**src/rtl/if_pkg.sv**
```systemverilog
// Shared definitions for the instruction-fetch prefetch stage.
//   if_state_e        : fetch control state (boot / fetch / flush)
//   RESET_PC_DEFAULT  : default reset vector (word address)
//   DEPTH_DEFAULT     : default prefetch depth and outstanding-request cap
//   CNT_W_DEFAULT     : counter width able to hold 0..DEPTH_DEFAULT
package if_pkg;

  typedef enum logic [1:0] {
    S_BOOT  = 2'd0,
    S_FETCH = 2'd1,
    S_FLUSH = 2'd2
  } if_state_e;

  localparam logic [31:0] RESET_PC_DEFAULT = 32'h0000_0400;
  localparam int unsigned DEPTH_DEFAULT    = 4;
  localparam int unsigned CNT_W_DEFAULT    = $clog2(DEPTH_DEFAULT + 1);

endpackage

```
**src/rtl/if_fifo.sv**
```systemverilog
// Synchronous FIFO holding {pc, instruction} pairs between fetch and ID.
//   clk, rst : clock, asynchronous active-high reset
//   push,din : write request and data (caller guarantees not full)
//   pop      : read request (caller guarantees not empty)
//   clear    : drop all entries; has priority over push/pop
//   dout     : head entry, read straight from the storage flops
//   count    : number of valid entries (0..DEPTH)
module if_fifo
  import if_pkg::*;
#(
  parameter int unsigned WIDTH = 63,
  parameter int unsigned DEPTH = DEPTH_DEFAULT,
  parameter int unsigned CNT_W = $clog2(DEPTH + 1)
) (
  input  logic             clk,
  input  logic             rst,
  input  logic             push,
  input  logic [WIDTH-1:0] din,
  input  logic             pop,
  input  logic             clear,
  output logic [WIDTH-1:0] dout,
  output logic [CNT_W-1:0] count
);

  localparam int unsigned PTR_W = $clog2(DEPTH);

  logic [WIDTH-1:0] mem_q [DEPTH];
  logic [WIDTH-1:0] mem_d [DEPTH];
  logic [PTR_W-1:0] wr_ptr_q, wr_ptr_d;
  logic [PTR_W-1:0] rd_ptr_q, rd_ptr_d;
  logic [CNT_W-1:0] count_q, count_d;

  always_comb begin
    mem_d    = mem_q;
    wr_ptr_d = wr_ptr_q;
    rd_ptr_d = rd_ptr_q;
    count_d  = count_q;
    if (clear) begin
      wr_ptr_d = '0;
      rd_ptr_d = '0;
      count_d  = '0;
    end else begin
      if (push) begin
        mem_d[wr_ptr_q] = din;
        wr_ptr_d        = wr_ptr_q + PTR_W'(1);
      end
      if (pop) begin
        rd_ptr_d = rd_ptr_q + PTR_W'(1);
      end
      case ({push, pop})
        2'b10:   count_d = count_q + CNT_W'(1);
        2'b01:   count_d = count_q - CNT_W'(1);
        default: count_d = count_q;
      endcase
    end
  end

  always_ff @(posedge clk or posedge rst) begin
    if (rst) begin
      for (int unsigned i = 0; i < DEPTH; i++) begin
        mem_q[i] <= '0;
      end
      wr_ptr_q <= '0;
      rd_ptr_q <= '0;
      count_q  <= '0;
    end else begin
      mem_q    <= mem_d;
      wr_ptr_q <= wr_ptr_d;
      rd_ptr_q <= rd_ptr_d;
      count_q  <= count_d;
    end
  end

  assign dout  = mem_q[rd_ptr_q];
  assign count = count_q;

endmodule

```
**src/rtl/if_prefetch_stage.sv**
```systemverilog
// Instruction-fetch stage: PC generator, in-order variable-latency imem
// request/response interface and a DEPTH-entry prefetch FIFO toward ID.
//   i_clock, i_reset               : clock, asynchronous active-high reset
//   i_select, i_branch_address     : redirect strobe and target from EX
//   o_imem_valid, o_imem_addr      : memory request (held while !i_imem_ready)
//   i_imem_ready                   : memory accepts request
//   i_imem_rvalid, i_imem_rdata    : in-order memory response
//   o_valid, o_address, o_instruccion, i_ready : ID handshake
module if_prefetch_stage
  import if_pkg::*;
#(
  parameter int unsigned       ADDR_W   = 31,
  parameter int unsigned       DATA_W   = 32,
  parameter int unsigned       DEPTH    = DEPTH_DEFAULT,
  parameter logic [ADDR_W-1:0] RESET_PC = ADDR_W'(RESET_PC_DEFAULT)
) (
  input  logic              i_clock,
  input  logic              i_reset,
  input  logic              i_select,
  input  logic [ADDR_W-1:0] i_branch_address,
  output logic              o_imem_valid,
  output logic [ADDR_W-1:0] o_imem_addr,
  input  logic              i_imem_ready,
  input  logic              i_imem_rvalid,
  input  logic [DATA_W-1:0] i_imem_rdata,
  output logic              o_valid,
  output logic [ADDR_W-1:0] o_address,
  output logic [DATA_W-1:0] o_instruccion,
  input  logic              i_ready
);

  localparam int unsigned      CNT_W     = $clog2(DEPTH + 1);
  localparam logic [CNT_W:0]   DEPTH_CNT = (CNT_W + 1)'(DEPTH);

  if_state_e         state_q, state_d;
  logic [ADDR_W-1:0] pc_q, pc_d;
  logic [ADDR_W-1:0] resp_pc_q, resp_pc_d;
  logic [CNT_W-1:0]  outstanding_q, outstanding_d;
  logic [CNT_W-1:0]  discard_q, discard_d;

  logic                     sel;
  logic                     rvalid;
  logic                     credit;
  logic                     issue;
  logic                     push;
  logic                     pop;
  logic [CNT_W-1:0]         fifo_count;
  logic [ADDR_W+DATA_W-1:0] fifo_head;

  // Redirects are ignored during boot; responses with nothing outstanding are
  // leftovers from before a reset and are ignored as well.
  assign sel    = i_select && (state_q != S_BOOT);
  assign rvalid = i_imem_rvalid && (outstanding_q != '0);

  // Credit counts discarded-but-outstanding responses too, so every kept
  // response always finds a free FIFO slot.
  assign credit = ({1'b0, fifo_count} + {1'b0, outstanding_q}) < DEPTH_CNT;
  assign issue  = o_imem_valid && i_imem_ready;
  assign push   = rvalid && (discard_q == '0) && !sel;
  assign pop    = o_valid && i_ready;

  assign o_valid     = (fifo_count != '0) && !i_select;
  assign o_imem_addr = pc_q;

  // State register
  always_ff @(posedge i_clock or posedge i_reset) begin
    if (i_reset) begin
      state_q       <= S_BOOT;
      pc_q          <= RESET_PC;
      resp_pc_q     <= RESET_PC;
      outstanding_q <= '0;
      discard_q     <= '0;
    end else begin
      state_q       <= state_d;
      pc_q          <= pc_d;
      resp_pc_q     <= resp_pc_d;
      outstanding_q <= outstanding_d;
      discard_q     <= discard_d;
    end
  end

  // Datapath next values
  always_comb begin
    pc_d          = pc_q;
    resp_pc_d     = resp_pc_q;
    outstanding_d = outstanding_q;
    discard_d     = discard_q;

    if (sel) begin
      pc_d = i_branch_address;
    end else if (issue) begin
      pc_d = pc_q + ADDR_W'(1);
    end

    case ({issue, rvalid})
      2'b10:   outstanding_d = outstanding_q + CNT_W'(1);
      2'b01:   outstanding_d = outstanding_q - CNT_W'(1);
      default: outstanding_d = outstanding_q;
    endcase

    // Everything still in flight after this cycle belongs to the old path.
    if (sel) begin
      discard_d = outstanding_q - CNT_W'(rvalid);
    end else if (rvalid && (discard_q != '0)) begin
      discard_d = discard_q - CNT_W'(1);
    end

    if (sel) begin
      resp_pc_d = i_branch_address;
    end else if (push) begin
      resp_pc_d = resp_pc_q + ADDR_W'(1);
    end
  end

  // Next-state logic
  always_comb begin
    state_d = state_q;
    case (state_q)
      S_BOOT: state_d = S_FETCH;
      S_FETCH, S_FLUSH: begin
        if (sel) begin
          state_d = (discard_d != '0) ? S_FLUSH : S_FETCH;
        end else if ((state_q == S_FLUSH) && (discard_d == '0)) begin
          state_d = S_FETCH;
        end
      end
      default: state_d = S_BOOT;
    endcase
  end

  // Output logic
  always_comb begin
    o_imem_valid = (state_q != S_BOOT) && !i_select && credit;
  end

  if_fifo #(
    .WIDTH (ADDR_W + DATA_W),
    .DEPTH (DEPTH),
    .CNT_W (CNT_W)
  ) u_fifo (
    .clk   (i_clock),
    .rst   (i_reset),
    .push  (push),
    .din   ({resp_pc_q, i_imem_rdata}),
    .pop   (pop),
    .clear (sel),
    .dout  (fifo_head),
    .count (fifo_count)
  );

  assign o_address     = fifo_head[ADDR_W+DATA_W-1:DATA_W];
  assign o_instruccion = fifo_head[DATA_W-1:0];

endmodule
```
**config.mk**
```make
export PLATFORM = sky130hd
export DESIGN_NAME = if_prefetch_stage
export DESIGN_NICKNAME = d
export VERILOG_FILES = /design/src/rtl/if_pkg.sv /design/src/rtl/if_fifo.sv /design/src/rtl/if_prefetch_stage.sv
export SDC_FILE = /design/constraint.sdc
export NUM_CORES = 1
export LEC_CHECK = 0
export CAP_MARGIN = 20
export CELL_PAD_IN_SITES_DETAIL_PLACEMENT = 1
export CELL_PAD_IN_SITES_GLOBAL_PLACEMENT = 2
export CORE_MARGIN = 1.5
export CORE_UTILIZATION = 41
export DETAILED_ROUTE_END_ITERATION = 8
export MAX_ROUTING_LAYER = met4
export PLACE_DENSITY = 0.82
export SLEW_MARGIN = 10
export SYNTH_ARGS = -nofsm -noshare
export SYNTH_HDL_FRONTEND = slang
export SYNTH_HIERARCHICAL = 1
export SYNTH_SLANG_ARGS = --single-unit
```
**constraint.sdc**
```tcl
create_clock -name i_clock -period 13.2 [get_ports i_clock]
set_input_delay 3.96 -clock i_clock [delete_from_list [all_inputs] [get_ports i_clock]]
set_output_delay 3.96 -clock i_clock [all_outputs]
set_load 0.01 [all_outputs]
```
-- Word-level counts from Yosys, hierarchy flattened
Index checks and enable logic that the tools add are counted.
- add/subtract/negate cells: 11
- reduce and logical (&&, ||, !) cells: 29
- multiplexer cells: 23
- shift-type cells: 0
- div/mod/pow operators: 0
- equal/unequal tests: 7
- multiply operators: 0
- $lt $le $gt $ge: 4
- bitwise operators: 3
- operators by type and width (kind ; number):
    bitwise mux 252 bit ; 1
    2-to-1 mux 63 bit ; 3
    binary-select mux 63 bit (select 2 bit) ; 1
    demux 63 bit (select 2 bit) ; 1
    2-to-1 mux 31 bit ; 4
    adder 31 x 1 -> 31 bit, second input constant ; 2
    nonzero test 3 bit ; 5
    2-to-1 mux 2 bit ; 7
    logical AND 1 bit ; 12
    one-hot mux 3 bit (2 select lines) ; 2
    nonzero test 2 bit ; 5
    2-to-1 mux 3 bit ; 3
    subtractor 3 x 1 -> 3 bit, second input constant ; 3
    adder 3 x 1 -> 3 bit, second input constant ; 2
    == test 2 x 1 -> 1 bit, second input constant ; 3
    == test 2 bit, second input constant ; 3
    >= comparator 3 bit, second input constant ; 2
    zero test 3 bit ; 2
    NOT 2 -> 3 bit ; 2
    adder 2 x 1 -> 2 bit, second input constant ; 2
    adder 3 x 3 -> 4 bit ; 1
    less-than comparator 4 x 3 -> 1 bit, second input constant ; 1
    one-hot mux 2 bit (2 select lines) ; 1
    less-than comparator 3 x 1 -> 1 bit, second input constant ; 1
    other kinds (7) ; 8
- RAM bits: 0
- output and inout bits: 96
- bits in read-only memories: 0
- bits in latches: 0
- memories kept: 0
- flip-flop bits (word level): 329
- bits of input ports: 69

-- Longest topological paths before layout
- depth after elaboration: 10
- gate-level depth with buffers: 11
- gate-level depth less buffers: 11

-- Modules after synthesis
Netlist, hierarchy kept.
- by module, submodules not included (module ; area each (um^2) ; instances ; seq. area each (um^2) ; cells each):
    if_fifo ; 12326.8 ; 1 ; 6481.2 ; 648
    if_prefetch_stage ; 4011.3 ; 1 ; 1754.2 ; 439

-- Least setup slack after synthesis
OpenSTA, ideal clock, no wires.
- path type: input port to output port
- from: input port i_select
- to: output port o_imem_valid
- arrival: 4309 ps
- stages: 1
- data required time: 9240 ps
- slack: 4931 ps
- cells stage by stage: nor3_1
- word-level cells in the longest chain between the ends: 3
- RTL lines (item ; RTL line ; source):
    start: declaration ; if_prefetch_stage.sv:19 ; input logic i_select,
    zero test 1 bit ; if_prefetch_stage.sv:133 ; o_imem_valid = (state_q != S_BOOT) && !i_select && credit;
    logical AND 1 bit (2 in series) ; if_prefetch_stage.sv:133 ;
    end: declaration ; if_prefetch_stage.sv:21 ; output logic o_imem_valid,
Every way passes these cells.

-- Worst setup path in the final report
Same ends and word-level chain as after synthesis.

==> summary.md <==
| Metric | Value |
|---|---|
| Post-Place Setup Slack | `3.80 ns` |
| Top_reg_cell synth | `dfrtp_1` |
| Largest net degree at the start of global routing | `120` |
| Post-cts sizing count | `0` |
| Combinational Power Share | `0.366` |
| Element type at the critical path end | `output port` |
| Area of the multi-input gates | `about 7600 um2` |
| Reg area | `8240 um2` |
| Yosys reg bits | `329` |
| Max Freq | `between 0.1 and 0.15 GHz` |
| Arr. time, crit path | `between 5 and 6 ns` |
| Post-route minimum period | `9.42 ns` |
| Die area | `about 40000 um2` |
| Clock share of power | `0.255` |
| P_sw | `1.40 mW` |
| Final Cycle Share | `0.714` |
| Critical path buffers and inverters | `2` |
| Synth unique cells | `49` |
| LEAKAGE | `9.12 nW` |
| Worst Path Max Fanout | `7` |
| Antenna violations before repair | `0` |
| Max_slew headroom | `0.364` |
| Detail Route Antenna Nets | `0` |
| WL/cell | `~22 um` |
| Flop2flop setup slack | `~9.6 ns` |
| Dominant cell by count in the synthesized netlist | `dfrtp_1` |
| First DRT Iteration DRCs | `354` |
| # IOs | `165` |
| Total GRT Usage | `0.205` |
| Mean Syn Cell Area | `15.0 um2` |
| Synth Net Count | `1174` |
| Die height | `203 um` |
| Clk_lat worst skew | `0.54 ns` |
| Critical Path Most Common Cell | `clkdlybuf4s50_1` |
| Fin worst setup slack | `3.78 ns` |
| Clk root buf | `clkbuf_16` |
| Hold Vio Cnt, Final | `0` |
| I/O Buffers | `roughly 160` |
| Worst VDD drop | `0.104 mV` |
| Gate Count Post-Synth | `1087` |
| Placer Congestion | `~0.80` |
| First-pass GRT wire length | `64300 um` |
| Starting utilization of the core area | `0.419` |
| Yosys top cell area share | `0.501` |
| Post-synth top cells | `dfrtp_1, mux2_4, mux4_2` |
| Core Area | `39000 um2` |
| Fill count | `between 3000 and 4000` |
| Final #Nets | `between 1000 and 1500` |
| CP top delay family | `buffers and inverters` |
| Max-slew violations | `0` |
| Switching portion of total power | `0.322` |
| Std cell rows | `72` |
| Post CTS Setup Buffer Count | `0` |
| Slowest cell delay on critical path | `0.60 ns` |
| Area leader, netlist | `dfrtp_1` |
| DR vias/cell | `5.36` |
| Internal | `2.95 mW` |
| Max Clock Skew | `0.0175 ns` |
| Pwr Density | `222 nW/um2` |
| Detailed Routing Iterations Pass 1 | `4` |
| Clk pin slew, worst setup/hold paths | `0.05 ns` |
| Total wire length | `39400 um` |
| Critical path's slowest cell | `clkdlybuf4s50_1` |
| Gr ovfl total | `0` |
| P&R area growth vs syn | `19.9%` |
| # setup viols final | `0` |
| Unrepaired setup endpoints after global routing | `false` |
| Clock tree sinks | `329` |
| # hold bufs at CTS | `0` |
| Final TNS setup | `0 ns` |
| H-tree Lvls | `2` |
| Vias in the first global route | `~11000` |
| Syn. warnings | `6` |
| Residual DRC count | `0` |
| Via count | `9605` |
| CTS tree | `built` |
| Number of synthesized flops with an enable pin | `0` |
| Synth async-reset ratio | `1.00` |
| Mapped Area | `16300 um2` |
| Maxcap violations | `0` |
| Critical Path Start Type | `input pin` |
| Die width | `between 200 and 250 um` |
| Detailed Place HPWL | `24300 um` |
| Antenna Diode Count | `0` |
| Hold Path Class | `register to register` |
| Top cells by area, synth | `dfrtp_1, mux2_4, mux4_2, xnor2_1, buf_6` |
| WP data required | `9.24 ns` |
| Ratio of cells with drive above 1 in the final layout | `0.318` |
| Worst-Margin Slew | `0.953 ns` |
| Sequential power share | `0.379` |
| Critical-path cell list | `clkdlybuf4s50_1 > nor3_1 > clkdlybuf4s50_1` |
| Clock Path Buffers | `3` |
| CTS buffer count | `39` |
| Status | `finished clean` |
| CP Class | `input pin to output port` |
| Sequential fraction of the synthesis area | `0.504` |
==> layout by cell type, fill, tap and decap left out, types with 3 or more instances in the layout <==
master / count
a31oi_1: 9
buf_4: 10
or3_1: 8
nand3_1: 27
clkbuf_16: 41
clkdlybuf4s50_1: 164
and4_1: 12
or4_4: 3
and2_1: 3
nor2_1: 57
mux2_4: 240
xnor2_1: 37
dfrtp_1: 325
nand2_8: 4
bufinv_16: 4
nand4_1: 14
clkinv_2: 10
ha_1: 16
xor2_1: 24
mux4_2: 63
clkbuf_8: 6
nor4_1: 14
and3_1: 7
clkbuf_1: 8
nor3_1: 8
mux2_2: 13
mux2i_1: 6
nand2_1: 28
a21oi_1: 54
o21ai_0: 13
inv_1: 16
==> cell families (layout without fill, tap and decap cells) <==
| kind of cell | after synthesis | count (layout) | synth area share |
|---|---|---|---|
| XOR/XNOR | 61 | 61 | 0.0327 |
| buffers and inverters | 74 | 262 | 0.0319 |
| adder cells (fa/ha/maj) | 18 | 18 | 0.0147 |
| AO/OA/AOI/OAI | 83 | 83 | 0.0275 |
| AND/OR/NAND/NOR | 200 | 200 | 0.0691 |
| multiplexers | 322 | 322 | 0.320 |
| flip-flops | 329 | 329 | 0.504 |
==> area by class of cell <==
class	instances	share of cell area
Inverter	18	0.00383
Clock inverter	15	0.00907
Clock buffer	55	0.0581
Tap cell	518	0.0331
Multi-Input combinational cell	684	0.387
Sequential cell	329	0.421
Timing Repair Buffer	174	0.0876
==> routing by layer <==
| layer | GRT usage | vias to the layer above | wire [um] |
|---|---|---|---|
| met3 | 0.0406 | 40 | 1730 |
| met5 | - | - | 0 |
| met1 | 0.284 | 5103 | 18700 |
| li1 | - | 4283 | - |
| met4 | 0.0397 | 0 | 503 |
| met2 | 0.315 | 179 | 18500 |
==> worst paths after layout <==
kind                                        start                 to  depth (start not counted)
worst min register to register  u_fifo/mem_q[186]  u_fifo/mem_q[186]                          1
max in group asynchronous                 i_reset  u_fifo/mem_q[215]                          3
worst max register to register         state_q[0]  u_fifo/mem_q[161]                          9
worst min-delay path            u_fifo/mem_q[186]  u_fifo/mem_q[186]                          1
min in group asynchronous                 i_reset   u_fifo/mem_q[61]                          2
worst max-delay path                     i_select       o_imem_valid                          3
==> power groups by stage <==
stage	sequential, mW	clock (mW)	combinational, mW
floorplan	1.55	0	1.04
global placement	1.64	0	1.57
detailed placement	1.66	0	1.61
CTS	1.65	1.14	1.62
global route	1.71	1.18	1.72
finish	1.65	1.11	1.59
==> flip-flops by register name, summed over array words and instances, names as in the netlist <==
register         cells
discard_q            3
o_imem_addr         31
outstanding_q        3
resp_pc_q           31
state_q              2
u_fifo/count         3
u_fifo/mem_q       252
u_fifo/rd_ptr_q      2
u_fifo/wr_ptr_q      2
==> stage by stage <==
step | hold WS (ns) | util | total power [mW] | instances | cell area [um2]
5_1_grt | 0.522 | 0.502 | 4.61 | 1793 | 19600
4_1_cts | 0.503 | 0.502 | 4.41 | 1793 | 19600
3_5_place_dp | 0.489 | 0.468 | 3.27 | 1723 | 18300
6_report | 0.502 | 0.502 | 4.36 | 1793 | 19600
2_1_floorplan | 0.474 | - | 2.58 | 1087 | 16300
3_3_place_gp | 0.483 | 0.468 | 3.21 | 1723 | 18300
==> worst reg2reg max path, delay by kind of cell, from the launching register on <==
kind / cells / cell delay [ns]
flip-flops: 1 / 0.40
AND/OR/NAND/NOR: 4 / 1.68
adder cells (fa/ha/maj): 1 / 0.23
buffers and inverters: 3 / 0.68
multiplexers: 1 / 0.54
No activity file was read; power rests on OpenSTA's default activity.
